### src/rtl/useq_sequencer.sv
// Microcode sequencer: next micro-address from control word and flags,
// with a micro-call stack and two-page (escape) opcode dispatch.
module useq_sequencer #(
  parameter int CW_WIDTH       = 112,
  parameter int OPC_WIDTH      = 8,
  parameter int STEP_LOG2      = 6,
  parameter int UADDR_WIDTH    = 15,
  parameter int OFFSET_WIDTH   = 7,
  parameter int COND_SEL_WIDTH = 4,
  parameter int STACK_DEPTH    = 4,
  parameter int FETCH_ADDR     = 0,
  parameter int TYP_POS        = 0,
  parameter int OFFSET_POS     = 2,
  parameter int COND_INV_POS   = 9,
  parameter int COND_SRC_POS   = 10,
  parameter int COND_SEL_POS   = 11,
  parameter int ESCAPE_POS     = 15,
  parameter int CALL_POS       = 98,
  parameter int RET_POS        = 99
) (
  input  logic                               clk,
  input  logic                               rst,
  input  logic [CW_WIDTH-1:0]                cw_i,
  input  logic [OPC_WIDTH-1:0]               opcode_i,
  input  logic [2**COND_SEL_WIDTH-1:0]       cond_a_i,
  input  logic [2**COND_SEL_WIDTH-1:0]       cond_b_i,
  input  logic                               hold_i,
  output logic [UADDR_WIDTH-1:0]             uaddr_o,
  output logic                               page_o,
  output logic                               cond_o,
  output logic [$clog2(STACK_DEPTH+1)-1:0]   stk_lvl_o,
  output logic                               err_o
);

  localparam int LVL_W = $clog2(STACK_DEPTH+1);
  localparam int PTR_W = (STACK_DEPTH > 1) ? $clog2(STACK_DEPTH) : 1;
  localparam logic [UADDR_WIDTH-1:0] FETCH = UADDR_WIDTH'(FETCH_ADDR);
  localparam logic [UADDR_WIDTH-1:0] ONE   = UADDR_WIDTH'(1);

  logic [UADDR_WIDTH-1:0] uaddr_q, uaddr_d;
  logic                   page_q, page_d;
  logic [LVL_W-1:0]       lvl_q, lvl_d;
  logic                   err_q, err_d;
  logic [UADDR_WIDTH-1:0] stk_q [STACK_DEPTH];
  logic                   push;

  logic [1:0]                  typ;
  logic [OFFSET_WIDTH-1:0]     off;
  logic [COND_SEL_WIDTH-1:0]   sel;
  logic [2**COND_SEL_WIDTH-1:0] bank;
  logic                        call, ret;
  logic [UADDR_WIDTH-1:0]      off_x, target, incr;
  logic                        full, empty;
  logic [PTR_W-1:0]            wptr, rptr;
  logic                        unused_cw;

  assign typ  = cw_i[TYP_POS +: 2];
  assign off  = cw_i[OFFSET_POS +: OFFSET_WIDTH];
  assign sel  = cw_i[COND_SEL_POS +: COND_SEL_WIDTH];
  assign call = cw_i[CALL_POS];
  assign ret  = cw_i[RET_POS];
  assign bank = cw_i[COND_SRC_POS] ? cond_b_i : cond_a_i;
  assign cond_o = bank[sel] ^ cw_i[COND_INV_POS];
  assign unused_cw = ^cw_i;

  assign off_x  = {{(UADDR_WIDTH-OFFSET_WIDTH){off[OFFSET_WIDTH-1]}}, off};
  assign target = uaddr_q + off_x;
  assign incr   = uaddr_q + ONE;
  assign full   = (lvl_q == LVL_W'(STACK_DEPTH));
  assign empty  = (lvl_q == '0);
  assign wptr   = lvl_q[PTR_W-1:0];
  assign rptr   = PTR_W'(lvl_q - LVL_W'(1));

  always_comb begin
    uaddr_d = uaddr_q;
    page_d  = page_q;
    lvl_d   = lvl_q;
    err_d   = err_q;
    push    = 1'b0;
    if (ret) begin
      // Return wins over a simultaneous call; the call is dropped as an error
      if (call || empty) err_d = 1'b1;
      if (empty) begin
        uaddr_d = FETCH;
      end else begin
        uaddr_d = stk_q[rptr];
        lvl_d   = lvl_q - LVL_W'(1);
      end
    end else if (call) begin
      if (full) begin
        uaddr_d = incr;
        err_d   = 1'b1;
      end else begin
        push    = 1'b1;
        uaddr_d = target;
        lvl_d   = lvl_q + LVL_W'(1);
      end
    end else begin
      unique case (typ)
        2'b00: uaddr_d = target;
        2'b01: uaddr_d = cond_o ? target : incr;
        2'b10: begin
          uaddr_d = {page_q, opcode_i, {STEP_LOG2{1'b0}}};
          page_d  = cw_i[ESCAPE_POS];
        end
        2'b11: uaddr_d = FETCH;
      endcase
    end
  end

  always_ff @(posedge clk) begin
    if (rst) begin
      uaddr_q <= FETCH;
      page_q  <= 1'b0;
      lvl_q   <= '0;
      err_q   <= 1'b0;
    end else if (!hold_i) begin
      uaddr_q <= uaddr_d;
      page_q  <= page_d;
      lvl_q   <= lvl_d;
      err_q   <= err_d;
    end
  end

  always_ff @(posedge clk) begin
    if (!rst && !hold_i && push) stk_q[wptr] <= incr;
  end

  assign uaddr_o   = uaddr_q;
  assign page_o    = page_q;
  assign stk_lvl_o = lvl_q;
  assign err_o     = err_q;

endmodule

### config.mk
export PLATFORM = sky130hd
export DESIGN_NAME = useq_sequencer
export DESIGN_NICKNAME = d
export VERILOG_FILES = /design/src/rtl/useq_sequencer.sv
export SDC_FILE = /design/constraint.sdc
export NUM_CORES = 1
export LEC_CHECK = 0
export BUFFER_PORTS_ARGS = -buffer_cell sky130_fd_sc_hd__buf_2
export CORE_AREA = 2 2 123 113
export DETAILED_ROUTE_END_ITERATION = 12
export DIE_AREA = 0 0 125 115
export PLACE_DENSITY = 0.62
export SYNTH_ARGS = -nofsm -noshare
export SYNTH_HDL_FRONTEND = slang
export SYNTH_SLANG_ARGS = --single-unit
### constraint.sdc
create_clock -name clk -period 7.7 [get_ports clk]
set_input_delay 1.155 -clock clk [delete_from_list [all_inputs] [get_ports clk]]
set_output_delay 1.155 -clock clk [all_outputs]
set_load 0.02 [all_outputs]
; ---- Word-level counts from Yosys, hierarchy flattened
; Memories as Yosys holds them, arrays and structs flattened.
; Cells that the tools add are included.
[totals]
memories = 1
ff_bits = 20
input_bits = 155
out_inout_bits = 21
ramBits = 60
word_cells = 55
[classes]
order_cmp = 1
n_eq_ne = 7
muxes = 22
reduce_logical = 12
addsub = 4
n_bitwise = 4
[mem_list]
columns = name, depth, word_bits, rd, rd_clocked_by_memory_dff, write_ports, line_no
row1 = stk_q, 4, 15, 1, 0, 1, 44  ; logic [UADDR_WIDTH-1:0] stk_q [STACK_DEPTH];
[op_table]
columns = operator, count
row1 = $mux W15, 5
row2 = $pmux W15 S4, 1
row3 = $mux W16, 1
row4 = $add A15 B1 Y15 const B, 1
row5 = $add A15 B15 Y15, 1
row6 = $mux W3, 4
row7 = $reduce_and A4 Y1, 3
row8 = $mux W1, 10
row9 = $lt A4 B5 Y1 const B, 1
row10 = $bmux W1 S4, 1
row11 = $eq A2 B2 Y1 const B, 2
row12 = $ne A2 B2 Y1 const B, 2
row13 = $reduce_bool A2 Y1, 2
row14 = $add A3 B1 Y3 const B, 1
row15 = $eq A3 B3 Y1 const B, 1
row16 = $logic_not A3 Y1, 1
row17 = $not A1 Y1, 3
row18 = $sub A3 B1 Y3 const B, 1
row19 = $eq A2 B1 Y1 const B, 1
row20 = $logic_and A1 B1 Y1, 2
row21 = $logic_not A1 Y1, 2
row22 = $logic_not A2 Y1, 1
row23 = $ne A2 B1 Y1 const B, 1
row24 = $logic_or A1 B1 Y1, 1
row25 = $xor A1 B1 Y1, 1

; ---- Logic depth before layout (Yosys ltp)
; Gate-level depths: netlist of the first run.
[logic_depth]
ltp_word = 8
ltp_mapped = 12
ltp_nobuf = 10

; ---- Worst setup path after synthesis of the first run
; OpenSTA, ideal clock, no wires.
[synth_timing]
path_kind = input-to-output
startpoint = input port cw_i[10]
endpoint = output port cond_o
slack_ps = 3491
required_time_ps = 6545
path_buffers = 1
stages = 5
arrival_ps = 3054
cell_sequence = buf_4 mux4_2 mux4_2 mux2_4 xor2_1
[synth_between]
elab_chain_len = 4
[synth_rtl]
columns = element, line_no
row1 = from (decl), 23  ; input logic [CW_WIDTH-1:0] cw_i,
row2 = $mux W16, 62  ; assign bank = cw_i[COND_SRC_POS] ? cond_b_i : cond_a_i;
row3 = $bmux W1 S4, 63  ; assign cond_o = bank[sel] ^ cw_i[COND_INV_POS];
row4 = $mux W1 (implied by the code), 63
row5 = $xor A1 B1 Y1, 63
row6 = to (decl), 30  ; output logic cond_o,
; Every way passes these cells. The select of a mux whose other input is x is not followed.

; ---- Final worst setup path of the first run
; Ends and elaborated chain as after synthesis.

==> flow_summary_export.csv, run 1 <==
group,metric,value,unit
timing,tns,0,ns
placement,place_area,5210,um^2
timing,fin_crit,4.53,ns
timing,hold_slack,0.487,ns
clock_tree,htree_levels,3,
drt,drcViolationCount,0,
drt,vias,3447,
yosys,synth.avg_cell_area,12.4,um^2
clock_tree,cts_buffers,9,
timing,finalSetupViolations,0,
clock_tree,clk_pin_slew,0.05,ns
critical_path,start_kind,"input pin",
clock_tree,clockBufferDepth,2,
timing,slew_headroom,40.3,%
grt,grt_remaining_overflow,0,
finish,design_area,5470,um^2
critical_path,crit_type,"in -> out",
placement,portBuffers,81,
power_and_ir_drop,power.total,0.00113,W
yosys,yosysTopAreaCell,"edfxtp_1",
floorplanning,rows,40,
power_and_ir_drop,ir_worst_vdd,0.137,mV
clock_tree,cts_resized,0,
yosys,synth_area,4650,um^2
grt,grt_use_total,16.3,%
drt,drt_iter0_markers,236,
yosys,ys.warnings.count,0,
run,cap_violations,0,
timing,fmax,0.221,GHz
timing,worst_pin_slew,0.895,ns
yosys,synth.area.top_cells,"edfxtp_1 39%, mux4_2 11%, dfxtp_1 8.6%",
critical_path,cpLargestDelayFamily,"multiplexers",
finish,layout-drive-gt1-share,28.9,%
finish,layout.nets,630,
drt,dr.pass1.iters,4,
timing,period_share,58.9,%
clock_tree,cts-root-buf,"clkbuf_16",
yosys,synthesis.nets,553,
floorplanning,fp.coreArea,13100,um^2
critical_path,cp.buffers_inverters,2,
yosys,async_reset_ff_share,0,%
drt,avgRoutedWirePerCell,18.5,um
timing,hold_viol,0,
critical_path,worstSetupEndpointType,"primary output",
floorplanning,fp.dieH,115,um
power_and_ir_drop,power_density,207,nW/um^2
timing,drv_slew,0,
worst_hold_path,hold_class,"reg -> reg",
finish,num-fill-cells,1264,
yosys,ys_ff_latch,80,
grt,grt_pass1_wl,18.3,mm
floorplanning,die-area,14400,um^2
yosys,syn_inst,376,
critical_path,cp.required,6.55,ns
critical_path,worstPathCellList,"buf_2 > mux4_2 > mux4_2 > mux2_4 > xor2_1 > buf_2",
clock_tree,cts_hold_buf,0,
drt,detail_route.vias_per_cell,5.52,
grt,grt_pass1_vias,3448,
clock_tree,numClockSinks,80,
clock_tree,cts_tree,"built",
placement,place.gp.congestion,0.813,
yosys,synth-main-ff-cell,"edfxtp_1",
grt,grt_max_degree,36,
finish,area_delta_synth_final,17.4,%
finish,n_antenna_cell,0,
yosys,ys_types,54,
yosys,ys_seq_area_share,47.3,%
critical_path,crit_fanout,6,
grt,antenna_found_initial,0,
critical_path,cp.arrival,3.38,ns
timing,fin_skew,0.00365,ns
yosys,synth_edf_count,60,
timing,rsz0062_at_grt,"no",
critical_path,cpMaxStageDelayCell,"mux4_2",
placement,hpwlAfterDp,8.32,mm
floorplanning,die_x,125,um
floorplanning,num_io_pins,176,
outcome,outcome,"completed",
floorplanning,start_util,35.5,%
power_and_ir_drop,p_leak,2.08,nW
drt,ant_nets,0,
clock_tree,insertion_delay,0.33,ns
clock_tree,postCtsSetupBuffers,0,
drt,wl,11.6,mm
critical_path,cpPeakStageDelay,0.52,ns
yosys,yosys.area.top_type_share,38.7,%
==> final cells by class <==
class,instances,area (um^2),share of cell area (%)
multi-input cells,256,2280,41.8
clock buffers,13,250,4.58
clock inverters,2,10.0,0.183
flip-flops and latches,80,2200,40.3
inverters,22,82.6,1.51
repair buffers,84,428,7.83
well taps,168,210,3.85
==> routing by layer <==
layer / vias up / global-route usage [%] / wire length [um]
met3: 10 / 3.44 / 651
met1: 1728 / 22.1 / 5090
li1: 1613 / - / -
met5: - / 0 / 0
met4: 0 / 4.30 / 73
met2: 96 / 27.0 / 5750
==> worst reg2reg max path, delay by kind of cell (launching register included) <==
kind / cells / cell delay, ns
compound gates: 6 / 1.51
xor+xnor: 1 / 0.18
fa+ha+maj: 2 / 0.65
flops: 1 / 0.38
simple gates: 1 / 0.07
==> cells in the final DEF, fill, tap and decap left out, types with 4 or more instances in the layout <==
cell type / count
and3_1: 7
mux4_2: 22
mux2i_1: 11
xor2_1: 6
nand2b_1: 4
a21oi_1: 15
nand3_1: 9
nor2_1: 17
nor3_1: 14
a221oi_2: 6
a221o_1: 7
a221oi_1: 11
inv_1: 22
nand2_1: 19
dfxtp_1: 20
nor2b_1: 8
clkbuf_16: 9
ha_1: 21
edfxtp_1: 60
a211oi_1: 5
and2_1: 4
o21ai_0: 12
buf_2: 81
xnor2_1: 23
==> cells in the mapped netlist (2+ instances only) <==
library cell	instances
a211oi_1	5
a21o_1	2
a21oi_1	15
a221o_1	7
a221oi_1	11
a221oi_2	6
a31oi_1	2
a41oi_1	2
and2_1	4
and3_1	7
buf_2	6
clkbuf_1	9
dfxtp_1	20
edfxtp_1	60
ha_1	21
inv_1	22
mux2_1	2
mux2i_1	11
mux4_2	22
nand2_1	19
nand2b_1	4
nand3_1	9
nand4_1	2
nor2_1	17
nor2b_1	8
nor3_1	14
o21ai_0	12
o31ai_1	3
or3_1	2
xnor2_1	23
xor2_1	6
==> cells by family (layout without fill, tap and decap cells) <==
group | Yosys count | in the layout | share of synthesized area (%)
fa+ha+maj | 22 | 22 | 6.08
flops | 80 | 80 | 47.3
buf+inv | 40 | 121 | 3.63
compound gates | 79 | 79 | 13.7
simple gates | 88 | 88 | 9.33
xor+xnor | 29 | 29 | 5.46
mux | 38 | 38 | 14.5
==> state kept, by name, indices dropped and copies added, names as in the netlist <==
signal and flops:
stk_q 60, uaddr_o 15, stk_lvl_o 3, err_o 1, page_o 1
==> power breakdown <==
part | total (W) | switching, W | internal, W
registers | 0.000495 | 0.0000152 | 0.000480
logic | 0.000256 | 0.000144 | 0.000112
clock network | 0.000378 | 0.000154 | 0.000224
==> path summary, 6_finish.rpt <==
path,to,start,depth (start not counted),slack [ns]
setup / recovery,cond_o,cw_i[10],6,3.17
hold / removal,err_o$_SDFFE_PP0P_,err_o$_SDFFE_PP0P_,2,0.49
setup reg to reg,uaddr_o[12]$_SDFFE_PP0N_,uaddr_o[0]$_SDFFE_PP0N_,10,4.77
hold reg to reg,err_o$_SDFFE_PP0P_,err_o$_SDFFE_PP0P_,2,0.49
==> stage by stage <==
stage / setup slack [ns] / cells / utilization, %
5_1_grt: 3.05 / 625 / 41.7
4_1_cts: 3.12 / 625 / 41.7
3_3_place_gp: 3.11 / 610 / 39.7
6_report: 3.17 / 625 / 41.7
2_1_floorplan: 3.49 / 376 / -
3_5_place_dp: 3.13 / 610 / 39.7
No activity file was read; power rests on OpenSTA's default activity.
==> run 2, diff against run 1 <==
==> constraint.sdc (replaced) <==
create_clock -name clk -period 4.4 [get_ports clk]
set_input_delay 0.66 -clock clk [delete_from_list [all_inputs] [get_ports clk]]
set_output_delay 0.66 -clock clk [all_outputs]
set_load 0.02 [all_outputs]
==> flow_summary_export.csv, run 2 (synthesis results as in run 1) <==
group,metric,value,unit
clock_tree,cts_hold_buf,0,
finish,layout-drive-gt1-share,29.7,%
finish,n_antenna_cell,0,
finish,instances_no_fill,626,
grt,grt_pass1_wl,18.7,mm
placement,portBuffers,81,
power_and_ir_drop,ir_worst_vdd,0.244,mV
finish,layout_commonest_cell,"buf_2",
floorplanning,start_util,35.5,%
clock_tree,clockBufferDepth,2,
finish,layout.nets,630,
placement,hpwlAfterDp,8.44,mm
worst_hold_path,hold_class,"reg -> reg",
placement,place.gp.congestion,0.812,
grt,grt_use_total,16.8,%
timing,drv_slew,0,
critical_path,worstSetupEndpointType,"primary output",
drt,drcViolationCount,0,
clock_tree,htree_levels,3,
finish,largest_register_ff_count,60,
critical_path,cpPeakStageDelay,0.55,ns
finish,area_delta_synth_final,18.4,%
floorplanning,fp.coreArea,13100,um^2
critical_path,crit_fanout,6,
grt,grt_remaining_overflow,0,
drt,avgRoutedWirePerCell,19.0,um
drt,drt_iter0_markers,251,
placement,dpl.cell_count,610,
drt,detail_route.vias_per_cell,5.56,
clock_tree,cts_buffers,9,
power_and_ir_drop,p_leak,2.09,nW
timing,tns,0,ns
clock_tree,cts_tree,"built",
clock_tree,postCtsSetupBuffers,0,
finish,top_register,"stk_q",
drt,ant_nets,0,
clock_tree,numClockSinks,80,
grt,grt_max_degree,35,
critical_path,cp.arrival,3.02,ns
run,cap_violations,0,
grt,grt_pass1_vias,3509,
clock_tree,insertion_delay,0.34,ns
critical_path,cpMaxStageDelayCell,"xor2_1",
floorplanning,rows,40,
timing,finalSetupViolations,0,
floorplanning,fp.dieH,115,um
finish,most-common-layout-cells,"81 x buf_2, 60 x edfxtp_1, 23 x xnor2_1",
floorplanning,die-area,14400,um^2
critical_path,crit_type,"in -> out",
timing,worst_pin_slew,0.929,ns
clock_tree,cts-root-buf,"clkbuf_16",
critical_path,start_kind,"input pin",
drt,vias,3479,
critical_path,cp.required,3.74,ns
timing,hold_viol,0,
floorplanning,die_x,125,um
timing,period_share,83.7,%
timing,slew_headroom,38.0,%
timing,fmax,0.272,GHz
timing,rsz0062_at_grt,"no",
timing,fin_crit,3.68,ns
drt,dr.pass1.iters,5,
power_and_ir_drop,power_density,377,nW/um^2
outcome,outcome,"completed",
grt,antenna_found_initial,0,
critical_path,worstPathCellList,"buf_2 > mux4_2 > mux4_2 > mux2_4 > xor2_1 > buf_2",
timing,fin_skew,0.00722,ns
clock_tree,clk_pin_slew,0.06,ns
drt,wl,11.9,mm
floorplanning,num_io_pins,176,
clock_tree,cts_resized,0,
-- run 2: final timing paths --
path / from / end / slack (ns) / cells past startpoint
setup / recovery: cw_i[10] / cond_o / 0.72 / 6
hold / removal: err_o$_SDFFE_PP0P_ / err_o$_SDFFE_PP0P_ / 0.50 / 2
setup reg to reg: stk_lvl_o[1]$_SDFFE_PP0P_ / stk_q[0][9]$_DFFE_PP_ / 1.50 / 7
hold reg to reg: err_o$_SDFFE_PP0P_ / err_o$_SDFFE_PP0P_ / 0.50 / 2
-- run 2: through the flow --
step	setup slack (ns)	hold slack, ns	cell area (um^2)	power (W)	utilization, %
after floorplan	0.909	0.555	4650	0.00120	-
after global placement	0.797	0.472	5210	0.00132	39.7
after detailed placement	0.771	0.503	5210	0.00133	39.7
after CTS	0.730	0.518	5510	0.00209	42.0
after global routing	0.705	0.529	5510	0.00216	42.0
final	0.718	0.502	5510	0.00208	42.0
-- run 2: power breakdown --
| part | total (W) | switching, W | internal [W] |
|---|---|---|---|
| logic | 0.000449 | 0.000253 | 0.000196 |
| registers | 0.000867 | 0.0000269 | 0.000840 |
| clock network | 0.000760 | 0.000304 | 0.000457 |
| total | 0.00208 | 0.000584 | 0.00149 |
-- run 2: critical path, delay by kind of cell --
family | cells | cell delay (ns)
multiplexers | 3 | 1.31
XOR/XNOR | 1 | 0.55
buffers and inverters | 2 | 0.49
-- run 2: layout make-up --
cell class	instances	area (um^2)
fill	1259	7600
clock inverter	6	67.6
clock buffer	10	239
sequential	80	2200
timing repair buffer	84	428
inverter	22	82.6
tap	168	210
multi-input combinational	256	2280
-- run 2: layer usage --
layer | GRT usage (%) | routed length (um) | share of wire, %
met2 | 27.6 | 5790 | 49
met1 | 22.4 | 5330 | 45
met3 | 3.40 | 605 | 5.1
met4 | 5.41 | 194 | 1.6
met5 | 0 | 0 | 0
==> run 3, diff against run 2 <==
==> constraint.sdc (replaced) <==
create_clock -name clk -period 3.4 [get_ports clk]
set_input_delay 0.51 -clock clk [delete_from_list [all_inputs] [get_ports clk]]
set_output_delay 0.51 -clock clk [all_outputs]
set_load 0.02 [all_outputs]
==> flow_summary_export.csv, run 3 (synthesis results as in run 1) <==
group,metric,value,unit
clock_tree,postCtsSetupBuffers,0,
clock_tree,cts_tree,"built",
floorplanning,rows,40,
timing,hold_viol,0,
placement,hpwlAfterDp,8.60,mm
timing,slew_headroom,51.0,%
placement,place.gp.congestion,0.819,
drt,drt_iter0_markers,332,
drt,drcViolationCount,0,
worst_hold_path,hold_class,"in -> reg",
drt,avgRoutedWirePerCell,18.3,um
floorplanning,fp.coreArea,13100,um^2
clock_tree,htree_levels,3,
clock_tree,cts-root-buf,"clkbuf_16",
timing,finalSetupViolations,0,
finish,largest_register_ff_count,60,
floorplanning,num_io_pins,176,
clock_tree,numClockSinks,80,
drt,wl,11.6,mm
clock_tree,clk_pin_slew,0.06,ns
grt,antenna_found_initial,0,
critical_path,cpPeakStageDelay,0.51,ns
floorplanning,die-area,14400,um^2
outcome,outcome,"completed",
timing,drv_slew,0,
critical_path,crit_type,"in -> reg",
grt,grt_pass1_wl,18.4,mm
drt,dr.pass1.iters,4,
run,cap_violations,0,
timing,rsz0062_at_grt,"no",
clock_tree,cts_resized,0,
critical_path,start_kind,"input pin",
finish,area_delta_synth_final,18.9,%
grt,grt_remaining_overflow,0,
grt,grt_use_total,16.5,%
drt,ant_nets,0,
drt,vias,3420,
clock_tree,cts_hold_buf,0,
timing,hold_slack,0.444,ns
grt,grt_pass1_vias,3494,
timing,worst_pin_slew,0.735,ns
timing,fmax,0.337,GHz
finish,num-fill-cells,1261,
clock_tree,cts_buffers,9,
floorplanning,fp.dieH,115,um
critical_path,worstSetupEndpointType,"flop",
power_and_ir_drop,power_density,466,nW/um^2
critical_path,cpMaxStageDelayCell,"mux4_2",
timing,fin_skew,0.00625,ns
critical_path,crit_fanout,7,
critical_path,cp.required,3.65,ns
critical_path,worstPathCellList,"buf_2 > mux4_2 > mux4_2 > mux2_4 > xor2_1 > buf_4 > o31ai_4 > buf_4 > a22oi_2 > a221oi_2",
finish,layout-drive-gt1-share,30.5,%
finish,layout_commonest_cell,"buf_2",
power_and_ir_drop,p_leak,2.12,nW
floorplanning,start_util,35.5,%
floorplanning,die_x,125,um
finish,most-common-layout-cells,"81 x buf_2, 60 x edfxtp_1, 23 x xnor2_1",
power_and_ir_drop,power.total,0.00258,W
timing,period_share,87.4,%
drt,detail_route.vias_per_cell,5.39,
finish,n_antenna_cell,0,
clock_tree,clockBufferDepth,2,
placement,portBuffers,81,
finish,layout.nets,638,
power_and_ir_drop,ir_worst_vdd,0.310,mV
grt,grt_max_degree,36,
timing,tns,0,ns
critical_path,cp.arrival,3.22,ns
clock_tree,insertion_delay,0.33,ns
finish,top_register,"stk_q",
timing,fin_crit,2.97,ns
==> run 3: power breakdown <==
part | switching [W] | internal, W | leakage, nW
Combinational | 0.000323 | 0.000261 | 1.28
Sequential | 0.0000347 | 0.00109 | 0.713
Clock | 0.000365 | 0.000511 | 0.132
==> run 3: per-stage QoR <==
step           utilization [%]  worst slack [ns]  cell area, um^2  instances
2_1_floorplan                -             0.141             4660        376
3_3_place_gp              40.2             0.106             5270        618
3_5_place_dp              40.2            0.0863             5270        618
4_1_cts                   42.2             0.426             5540        634
5_1_grt                   42.2             0.325             5540        634
6_report                  42.2             0.429             5540        634
==> run 3: critical path, delay by kind of cell <==
kind | cells | cell delay [ns]
AO/OA/AOI/OAI | 3 | 0.72
XOR/XNOR | 1 | 0.14
multiplexers | 3 | 1.28
buffers and inverters | 3 | 0.57
==> run 3: worst paths after layout <==
check | cells after the start | startpoint | endpoint | slack, ns
max | 10 | cw_i[10] | uaddr_o[10]$_SDFFE_PP0N_ | 0.43
min | 3 | cw_i[15] | page_o$_SDFFE_PP0P_ | 0.44
max reg2reg | 10 | uaddr_o[0]$_SDFFE_PP0N_ | uaddr_o[14]$_SDFFE_PP0N_ | 0.53
min reg2reg | 2 | err_o$_SDFFE_PP0P_ | err_o$_SDFFE_PP0P_ | 0.47
==> run 3: final cells by class <==
| type | instances | area (um^2) | share of cell area [%] |
|---|---|---|---|
| multi-input cells | 256 | 2280 | 41.3 |
| flip-flops and latches | 80 | 2200 | 39.8 |
| repair buffers | 92 | 488 | 8.82 |
| clock buffers | 12 | 246 | 4.45 |
| well taps | 168 | 210 | 3.80 |
| inverters | 22 | 82.6 | 1.49 |
| clock inverters | 4 | 22.5 | 0.407 |
==> run 3: per-layer routing <==
layer | global-route usage, % | vias to the layer above | part of all wire [%]
met3 | 3.54 | 12 | 4.0
met1 | 21.8 | 1696 | 45
li1 | - | 1632 | -
met5 | 0 | - | 0
met2 | 27.9 | 80 | 50
met4 | 4.22 | 0 | 1.2
